`src/rtl/load_store_unit.sv`:
```
// load_store_unit: sub-word load/store engine between the pipeline memory stage and word-addressed data_memory
// Ports: clk/reset (async active-low); req_* = one load/store request per handshake (ready only in IDLE);
// resp_* = one-cycle response pulse with held rdata/err; mem_A/mem_WD/mem_WE/mem_RD = word port to data_memory.
module load_store_unit #(
  parameter bit MISALIGN_TRAP = 1'b1
) (
  input  logic        clk,
  input  logic        reset,
  input  logic        req_valid,
  output logic        req_ready,
  input  logic        req_we,
  input  logic [2:0]  req_funct3,
  input  logic [31:0] req_addr,
  input  logic [31:0] req_wdata,
  output logic        resp_valid,
  output logic [31:0] resp_rdata,
  output logic        resp_err,
  output logic [31:0] mem_A,
  output logic [31:0] mem_WD,
  output logic        mem_WE,
  input  logic [31:0] mem_RD
);
  typedef enum logic [1:0] {IDLE, READ, WRITE, RESP} state_t;
  state_t state, state_n;
  logic [31:0] addr_q, wdata_q, rd_buf, addr_a, lane, merged;
  logic [2:0]  f3_q;
  logic        we_q, accept, illegal, misaligned, err;
  logic [7:0]  byte_l;
  logic [15:0] half_l;
  assign accept     = req_valid && state == IDLE;
  assign illegal    = req_funct3 == 3'b011 || req_funct3[2:1] == 2'b11 || (req_we && req_funct3[2]);
  assign misaligned = (req_funct3[1:0] == 2'b01 && req_addr[0]) || (req_funct3 == 3'b010 && |req_addr[1:0]);
  assign err        = illegal || (MISALIGN_TRAP && misaligned);
  // Without trapping, misaligned accesses are silently forced to natural alignment.
  assign addr_a = MISALIGN_TRAP ? req_addr :
                  req_funct3[1:0] == 2'b01 ? {req_addr[31:1], 1'b0} :
                  req_funct3[1:0] == 2'b10 ? {req_addr[31:2], 2'b00} : req_addr;
  assign byte_l = mem_RD[8*addr_q[1:0] +: 8];
  assign half_l = addr_q[1] ? mem_RD[31:16] : mem_RD[15:0];
  assign lane   = f3_q[1:0] == 2'b00 ? {{24{~f3_q[2] & byte_l[7]}}, byte_l} :
                  f3_q[1:0] == 2'b01 ? {{16{~f3_q[2] & half_l[15]}}, half_l} : mem_RD;
  always_comb begin
    merged = rd_buf;
    if (f3_q[1:0] == 2'b00) merged[8*addr_q[1:0] +: 8] = wdata_q[7:0];
    else if (f3_q[1:0] == 2'b01) merged[16*addr_q[1] +: 16] = wdata_q[15:0];
    else merged = wdata_q;
  end
  always_comb begin
    state_n = IDLE;
    state_n = state == IDLE  ? (accept ? (err ? RESP : (req_we && req_funct3[1:0] == 2'b10) ? WRITE : READ) : IDLE) :
              state == READ  ? (we_q ? WRITE : RESP) :
              state == WRITE ? RESP : IDLE;
  end
  always_ff @(posedge clk or negedge reset)
    if (!reset) begin
      state      <= IDLE;
      addr_q     <= '0;
      f3_q       <= '0;
      we_q       <= 1'b0;
      wdata_q    <= '0;
      rd_buf     <= '0;
      resp_rdata <= '0;
      resp_err   <= 1'b0;
    end else begin
      state <= state_n;
      if (accept) begin
        addr_q     <= addr_a;
        f3_q       <= req_funct3;
        we_q       <= req_we;
        wdata_q    <= req_wdata;
        resp_rdata <= '0;
        resp_err   <= err;
      end
      if (state == READ) begin
        rd_buf <= mem_RD;
        if (!we_q) resp_rdata <= lane;
      end
    end
  // Memory controls come from the state register alone, so reset kills a write at once.
  assign req_ready  = state == IDLE;
  assign resp_valid = state == RESP;
  assign mem_WE     = state == WRITE;
  assign mem_WD     = state == WRITE ? merged : '0;
  assign mem_A      = {2'b00, addr_q[31:2]};
endmodule

```
`config.mk`:
```
export PLATFORM = sky130hd
export DESIGN_NAME = load_store_unit
export DESIGN_NICKNAME = d
export VERILOG_FILES = /design/src/rtl/load_store_unit.sv
export SDC_FILE = /design/constraint.sdc
export NUM_CORES = 1
export LEC_CHECK = 0
export CAP_MARGIN = 0
export CORE_ASPECT_RATIO = 0.6
export CORE_MARGIN = 2
export CORE_UTILIZATION = 50
export CTS_CLUSTER_DIAMETER = 40
export DETAILED_ROUTE_END_ITERATION = 12
export GPL_ROUTABILITY_DRIVEN = 0
export GPL_TIMING_DRIVEN = 0
export HOLD_SLACK_MARGIN = 0.12
export PLACE_DENSITY = 0.89
export SETUP_SLACK_MARGIN = 0.2
export SLEW_MARGIN = 20
export SYNTH_ARGS = -nofsm -noshare
export SYNTH_HDL_FRONTEND = slang
export SYNTH_SLANG_ARGS = --single-unit
```
`constraint.sdc`:
```
create_clock -name clk -period 7.4 [get_ports clk]
set_input_delay 2.22 -clock clk [delete_from_list [all_inputs] [get_ports clk]]
set_output_delay 2.22 -clock clk [all_outputs]
set_load 0.1 [all_outputs]
```
# == Yosys cells after proc, flatten, opt, wreduce, memory -nomap -nowiden ==
# Cells that the tools add are included.
# totals
register_bits,135
latchBits,0
mem_bits_rw,0
romBits,0
output_inout_bits,100
memories,0
# op_classes
n_addsub,2
multipliers,0
div,0
n_lt_le_gt_ge,0
n_eq_ne,9
n_shift,5
muxes,18
n_bitwise,3
n_reduce_logical,12
# op_table
operator,n
$mux W32,8
$neg A5 Y34,2
$bwmux W32,2
$shift A16 B34 Y32 const A,1
$shift A8 B34 Y32 const A,1
$shiftx A16 B34 Y32,1
$shiftx A8 B34 Y32,1
$shiftx A32 B6 Y8,1
$mux W16,1
$mux W2,6
$eq A2 B2 Y1 const B,4
$eq A2 B1 Y1 const B,3
$eq A3 B2 Y1 const B,2
$logic_and A1 B1 Y1,5
$logic_not A2 Y1,2
$logic_or A1 B1 Y1,4
$and A1 B1 Y1,2
$reduce_or A2 Y1,1
$mux W1,1
$not A1 Y1,1

# == Depth between registers and ports, before layout ==
# Gate-level depths: netlist of run 1.
# logic_depth
word_depth,7
ltp_mapped,9
depth_no_buf,6

# == Worst setup path before layout of run 1 ==
# No wires, ideal clock.
# synth_path
kind,flip-flop to output port
from,reg state[0]
to,out mem_WD[10]
arrival_time_ns,4.114
setup_slack_ns,1.066
path_stages_with_launch,6
path_cell_list,dfrtp_1 -> inv_1 -> ha_1 -> inv_1 -> clkbuf_1 -> a211oi_1
# synth_via
elab_chain_len,2
# synth_lines
item,line,rtl
from (decl),24,"state_t state, state_n;"
from (signal assigned),65,state <= state_n;
$eq A2 B2 Y1,-,
named net mem_WE,20,"output logic mem_WE,"
$mux W32,83,assign mem_WD = state == WRITE ? merged : '0;
to (decl),19,"output logic [31:0] mem_WD,"
# The timed path passes the listed nets, and every way through them passes these cells.

# == Worst setup path in the final report of run 1 ==
# layout_path
from,reg addr_q[1]
to,out mem_WD[23]
# layout_via
elab_chain_len,6
elab_cells_between_ends,11
classes_between,add/sub (2); shift (4); mux (5)
# layout_lines
item,line,rtl
from (decl),25,"logic [31:0] addr_q, wdata_q, rd_buf, addr_a, lane, merged;"
from (signal assigned),67,addr_q <= addr_a;
$neg A5 Y34,45,else if (f3_q[1:0] == 2'b01) merged[16*addr_q[1] +: 16] = wdata_q[15:0];
$shiftx A16 B34 Y32 / $shift A16 B34 Y32 (equally long branches),45,
$bwmux W32,45,
$mux W32,45,
$mux W32 *,44,if (f3_q[1:0] == 2'b00) merged[8*addr_q[1:0] +: 8] = wdata_q[7:0];
$mux W32 *,83,
# Every way passes the cells marked *; elsewhere a longest branch is shown, timed or not.

==> out/summary.json, run 1 <==
{
  "status": {
    "status": "finished clean"
  },
  "sta": {
    "rsz0062_at_grt": "false",
    "slew_limit_fails": 0,
    "tightestPinTransition_ns": 1.05,
    "report.final.hold_viol_count": 0,
    "post_route_setup_slack_ns": 0.846,
    "finalSetupViolations": 0,
    "max_freq_mhz": 153,
    "finalClockSkew_ns": 0.00703,
    "max_slew_headroom_pct": 30.0,
    "post-route-period-util_pct": 88.6,
    "finalWorstPathRequiredPeriod_ns": 6.55,
    "worst_case_hold_slack_ns": 0.491
  },
  "cts": {
    "cts_hold_buffers": 0,
    "cts_sinks": 135,
    "h-tree-depth": 4,
    "ctsLongestPathBuffers": 2,
    "tritoncts": "done",
    "ctsResizeCount": 0,
    "worst_setup_hold_path_clk_slew_ns": 0.06,
    "worstSkewPairLatency_ns": 0.42,
    "cts_root_buf": "sky130_fd_sc_hd__clkbuf_16",
    "postCtsSetupBuffers": 0,
    "cts_buffers": 17
  },
  "synth": {
    "synth_cell_types": 48,
    "synth_top_flop_cell": "sky130_fd_sc_hd__dfrtp_1",
    "synth-seq-area-share_pct": 46.4,
    "post_synth.cell_area_avg_um2": 11.3,
    "synthesis.instances": 642,
    "synth_seq_cells": 135,
    "syn_area_um2": 7280,
    "yosys_warnings": 0,
    "synth_enable_flop_cells": 0,
    "async_reset_ff_share_pct": 100
  },
  "floorplanning": {
    "die_w_um": 160,
    "ioPinCount": 203,
    "initial_core_util_pct": 50.8,
    "design.die.area_um2": 15600,
    "die_height_um": 97.5,
    "placementRows": 34,
    "fp.coreArea_um2": 14300
  },
  "worst_setup_path": {
    "critPathMaxFanout": 10,
    "regToRegStartpoint": "state[1]",
    "timing.critical_path.from": "addr_q[1]",
    "rr_worst_depth": 9,
    "worstSetupPathType": "flip-flop to output port",
    "critical_path.startpoint_type": "flip-flop",
    "r2r_slack_ns": 5.10,
    "timing.critical_path.to": "mem_WD[23]",
    "crit_path_end_kind": "output port",
    "timing.critical_path.required_ns": 5.18,
    "reg2reg_to": "resp_rdata[22]",
    "cp.arrival_ns": 4.33
  },
  "finish": {
    "mostFrequentLayoutCell": "sky130_fd_sc_hd__clkdlybuf4s50_1",
    "layout-area-overhead-vs-synth_pct": 39.6,
    "nets": 975,
    "fraction_of_final_layout_cells_with_drive_strength_greater_than_1_pct": 23.1,
    "finish.utilization_pct": 70.9,
    "final_cell_mix": "sky130_fd_sc_hd__clkdlybuf4s50_1, sky130_fd_sc_hd__dfrtp_1, sky130_fd_sc_hd__mux2_2",
    "diodes": 0
  },
  "min_path": {
    "worst_hold_path.num_cells": 2,
    "hp-class": "flip-flop to flip-flop"
  },
  "global_routing": {
    "first_global_vias": 6341,
    "grt_overflow": 0,
    "grt_antenna_before_repair": 0,
    "grt_pass1_wl_um": 36100,
    "maximum_number_of_pins_on_one_net_before_global_route_repair": 85,
    "total_track_usage_pct": 30.5
  },
  "routing": {
    "viasPerCell": 6.12,
    "drt_drc_violations_left": 0,
    "ant_nets": 0,
    "route.vias.total": 6577,
    "detail_route.wirelength_um": 23500,
    "iter_0_drt_violations": 764,
    "detail_route.wl_per_cell_um": 21.9,
    "drt_first_pass_iters": 7
  },
  "job": {
    "cap_viol_max_count": 0
  },
  "placed_design": {
    "io_buffers": 200,
    "dpl_worst_slack_ns": 1.53,
    "dp_hpwl_um": 17500
  }
}
## worst max-delay path, stage by stage, from the launching register on
cell and delay [ns]:
sky130_fd_sc_hd__dfrtp_1 0.51, sky130_fd_sc_hd__buf_4 0.24, sky130_fd_sc_hd__inv_1 0.15, sky130_fd_sc_hd__ha_1 0.42, sky130_fd_sc_hd__nor4b_2 0.82, sky130_fd_sc_hd__a221oi_1 0.18, sky130_fd_sc_hd__a211oi_1 0.38, sky130_fd_sc_hd__clkdlybuf4s50_1 1.21
## cell families after synthesis
logic type	after synthesis	share of synthesized area [%]
compound gates	186	18.4
fa+ha+maj	9	1.55
buf+inv	103	7.72
flops	135	46.4
mux	130	19.6
other cells	1	0.0515
simple gates	78	6.26
## sequential cells by signal (all words and copies together), names as in the netlist
signal	count
we_q	1
resp_err	1
rd_buf	32
state	2
wdata_q	32
addr_q	32
f3_q	3
resp_rdata	32
## cell type report
class	count	area (um^2)
Multi-Input combinational cell	405	3350
Sequential cell	135	3380
Buffer	80	475
Fill cell	1009	4180
Timing Repair Buffer	201	2030
Clock buffer	19	443
Tap cell	198	248
Clock inverter	13	146
Inverter	23	86.3
## per-stage QoR
step / instance area [um^2] / setup TNS (ns) / cells
2_1_floorplan: 7280 / 0 / 643
3_3_place_gp: 9530 / -162.34 / 1041
3_5_place_dp: 9560 / 0 / 1042
4_1_cts: 10200 / 0 / 1074
5_1_grt: 10200 / 0 / 1074
6_report: 10200 / 0 / 1074
## metal layers
layer	wire length, um	GRT usage, %
met3	3390	11.7
met5	0	0
met1	9840	43.8
met4	603	8.88
met2	9700	42.6
## worst min-delay path by stage
stage / to / slack [ns] / startpoint
2_1_floorplan: wdata_q[31] / 0.48 / wdata_q[31]
3_3_place_gp: resp_err / 0.48 / resp_err
3_5_place_dp: resp_err / 0.47 / resp_err
4_1_cts: resp_err / 0.50 / resp_err
5_1_grt: wdata_q[18] / 0.52 / wdata_q[18]
6_report: resp_err / 0.49 / resp_err
## synthesized netlist by cell type (all sizes together) (14+ instances only)
cell | n | area, um^2
a211oi | 32 | 245
a22oi | 14 | 105
nand2 | 26 | 100
a221o | 16 | 160
nor2b | 17 | 106
a221oi | 16 | 140
a21oi | 27 | 135
a311oi | 16 | 140
buf | 63 | 412
inv | 21 | 78.8
mux2i | 32 | 320
dfrtp | 135 | 3380
clkbuf | 17 | 63.8
mux2 | 98 | 1110
o21ai | 26 | 130
o211ai | 14 | 105
Power of run 1 is left out: the tool's default activity adds up to more than one toggle a clock period on the data nets, which glitch-free logic cannot reach.
==> inputs of run 2 (changes only) <==
Settings changed: REMOVE_ABC_BUFFERS from default to 1.
==> out/summary.json, run 2 (synthesis results as in run 1) <==
{
  "routing": {
    "iter_0_drt_violations": 568,
    "ant_nets": 0,
    "route.vias.total": 6095,
    "viasPerCell": 6.11,
    "detail_route.wirelength_um": 21200,
    "detail_route.wl_per_cell_um": 21.3,
    "drt_first_pass_iters": 5,
    "drt_drc_violations_left": 0
  },
  "worst_setup_path": {
    "cp.arrival_ns": 4.83,
    "r2r_slack_ns": 4.10,
    "rr_worst_depth": 6,
    "critical_path.startpoint_type": "flip-flop",
    "regToRegStartpoint": "state[1]",
    "timing.critical_path.required_ns": 5.18,
    "worstSetupPathType": "flip-flop to output port",
    "crit_path_end_kind": "output port",
    "reg2reg_to": "resp_rdata[20]",
    "critPathMaxFanout": 69
  },
  "placed_design": {
    "io_buffers": 200,
    "dp_hpwl_um": 15100
  },
  "sta": {
    "worst_case_hold_slack_ns": 0.492,
    "max_freq_mhz": 142,
    "max_slew_headroom_pct": 28.7,
    "finalClockSkew_ns": 0.00709,
    "rsz0062_at_grt": "false",
    "tightestPinTransition_ns": 1.07,
    "post-route-period-util_pct": 95.3,
    "finalWorstPathRequiredPeriod_ns": 7.05,
    "report.final.hold_viol_count": 0,
    "finalSetupViolations": 0,
    "slew_limit_fails": 0
  },
  "finish": {
    "final_cell_mix": "sky130_fd_sc_hd__clkdlybuf4s50_1, sky130_fd_sc_hd__dfrtp_1, sky130_fd_sc_hd__mux2_2",
    "layout-area-overhead-vs-synth_pct": 34.1,
    "nets": 898,
    "mostFrequentLayoutCell": "sky130_fd_sc_hd__clkdlybuf4s50_1",
    "diodes": 0,
    "fraction_of_final_layout_cells_with_drive_strength_greater_than_1_pct": 18.4
  },
  "min_path": {
    "hold_end": "resp_err",
    "hp-class": "flip-flop to flip-flop",
    "holdCritStartpoint": "resp_err",
    "worst_hold_path.num_cells": 2
  },
  "floorplanning": {
    "initial_core_util_pct": 50.8,
    "fp.coreArea_um2": 14300,
    "placementRows": 34,
    "design.die.area_um2": 15600,
    "die_w_um": 160,
    "ioPinCount": 203,
    "die_height_um": 97.5
  },
  "global_routing": {
    "maximum_number_of_pins_on_one_net_before_global_route_repair": 100,
    "grt_overflow": 0,
    "grt_pass1_wl_um": 33800,
    "first_global_vias": 5966,
    "total_track_usage_pct": 28.0,
    "grt_antenna_before_repair": 0
  },
  "cts": {
    "worstSkewPairLatency_ns": 0.42,
    "cts_sinks": 135,
    "cts_hold_buffers": 0,
    "tritoncts": "done",
    "cts_buffers": 17,
    "ctsResizeCount": 0,
    "cts_root_buf": "sky130_fd_sc_hd__clkbuf_16",
    "postCtsSetupBuffers": 0,
    "worst_setup_hold_path_clk_slew_ns": 0.06,
    "ctsLongestPathBuffers": 2,
    "h-tree-depth": 4
  },
  "status": {
    "status": "finished clean"
  },
  "job": {
    "cap_viol_max_count": 0
  }
}
==> run 2: changes by cell type in the layout (fill, tap and decap cells not counted), moves of 2 or more <==
cell                       delta
sky130_fd_sc_hd__clkbuf_1    -15
sky130_fd_sc_hd__buf_2       -23
sky130_fd_sc_hd__clkinv_4     -2
sky130_fd_sc_hd__inv_6        -2
sky130_fd_sc_hd__buf_4       -36
sky130_fd_sc_hd__buf_1        -2
==> run 2: layout make-up <==
type / count / area, um^2
clock buffer: 21 / 450
tap: 198 / 248
timing repair buffer: 204 / 2080
fill: 1074 / 4580
clock inverter: 11 / 149
inverter: 23 / 86.3
sequential: 135 / 3380
multi-input combinational: 405 / 3370
==> run 2: through the flow <==
step	instances	TNS [ns]	utilization (%)	worst slack, ns	cell area [um^2]
2_1_floorplan	563	-0.535	-	-0.0668	6810
3_3_place_gp	961	-170.28	63.2	-1.24	9060
3_5_place_dp	965	0	63.8	0.870	9150
4_1_cts	997	0	68.0	0.402	9750
5_1_grt	997	0	68.1	0.222	9760
6_report	997	0	68.1	0.348	9760
==> run 2: worst max-delay path by stage <==
stage | endpoint | from | slack [ns]
floorplan | mem_WD[16] | addr_q[1] | -0.07
global placement | addr_q[14] | reset | -1.24
detailed placement | mem_WD[23] | addr_q[1] | 0.87
CTS | mem_WD[23] | addr_q[1] | 0.40
global route | mem_WD[21] | addr_q[1] | 0.22
finish | mem_WD[21] | addr_q[1] | 0.35
==> run 2: critical path: stages (launching register included) <==
cell                              delay (ns)
sky130_fd_sc_hd__dfrtp_4                0.97
sky130_fd_sc_hd__inv_1                  0.36
sky130_fd_sc_hd__ha_1                   0.49
sky130_fd_sc_hd__nor4b_2                0.82
sky130_fd_sc_hd__a221oi_1               0.18
sky130_fd_sc_hd__a211oi_1               0.36
sky130_fd_sc_hd__clkdlybuf4s50_1        1.22
==> run 2: layer usage <==
metal | vias up | wire length, um | global-route usage, %
met3 | 31 | 2450 | 9.65
met4 | 0 | 264 | 5.66
met5 | - | 0 | 0
li1 | 2677 | - | -
met2 | 352 | 9100 | 39.6
met1 | 3035 | 9420 | 41.7
Power of run 2 is left out for the same reason.
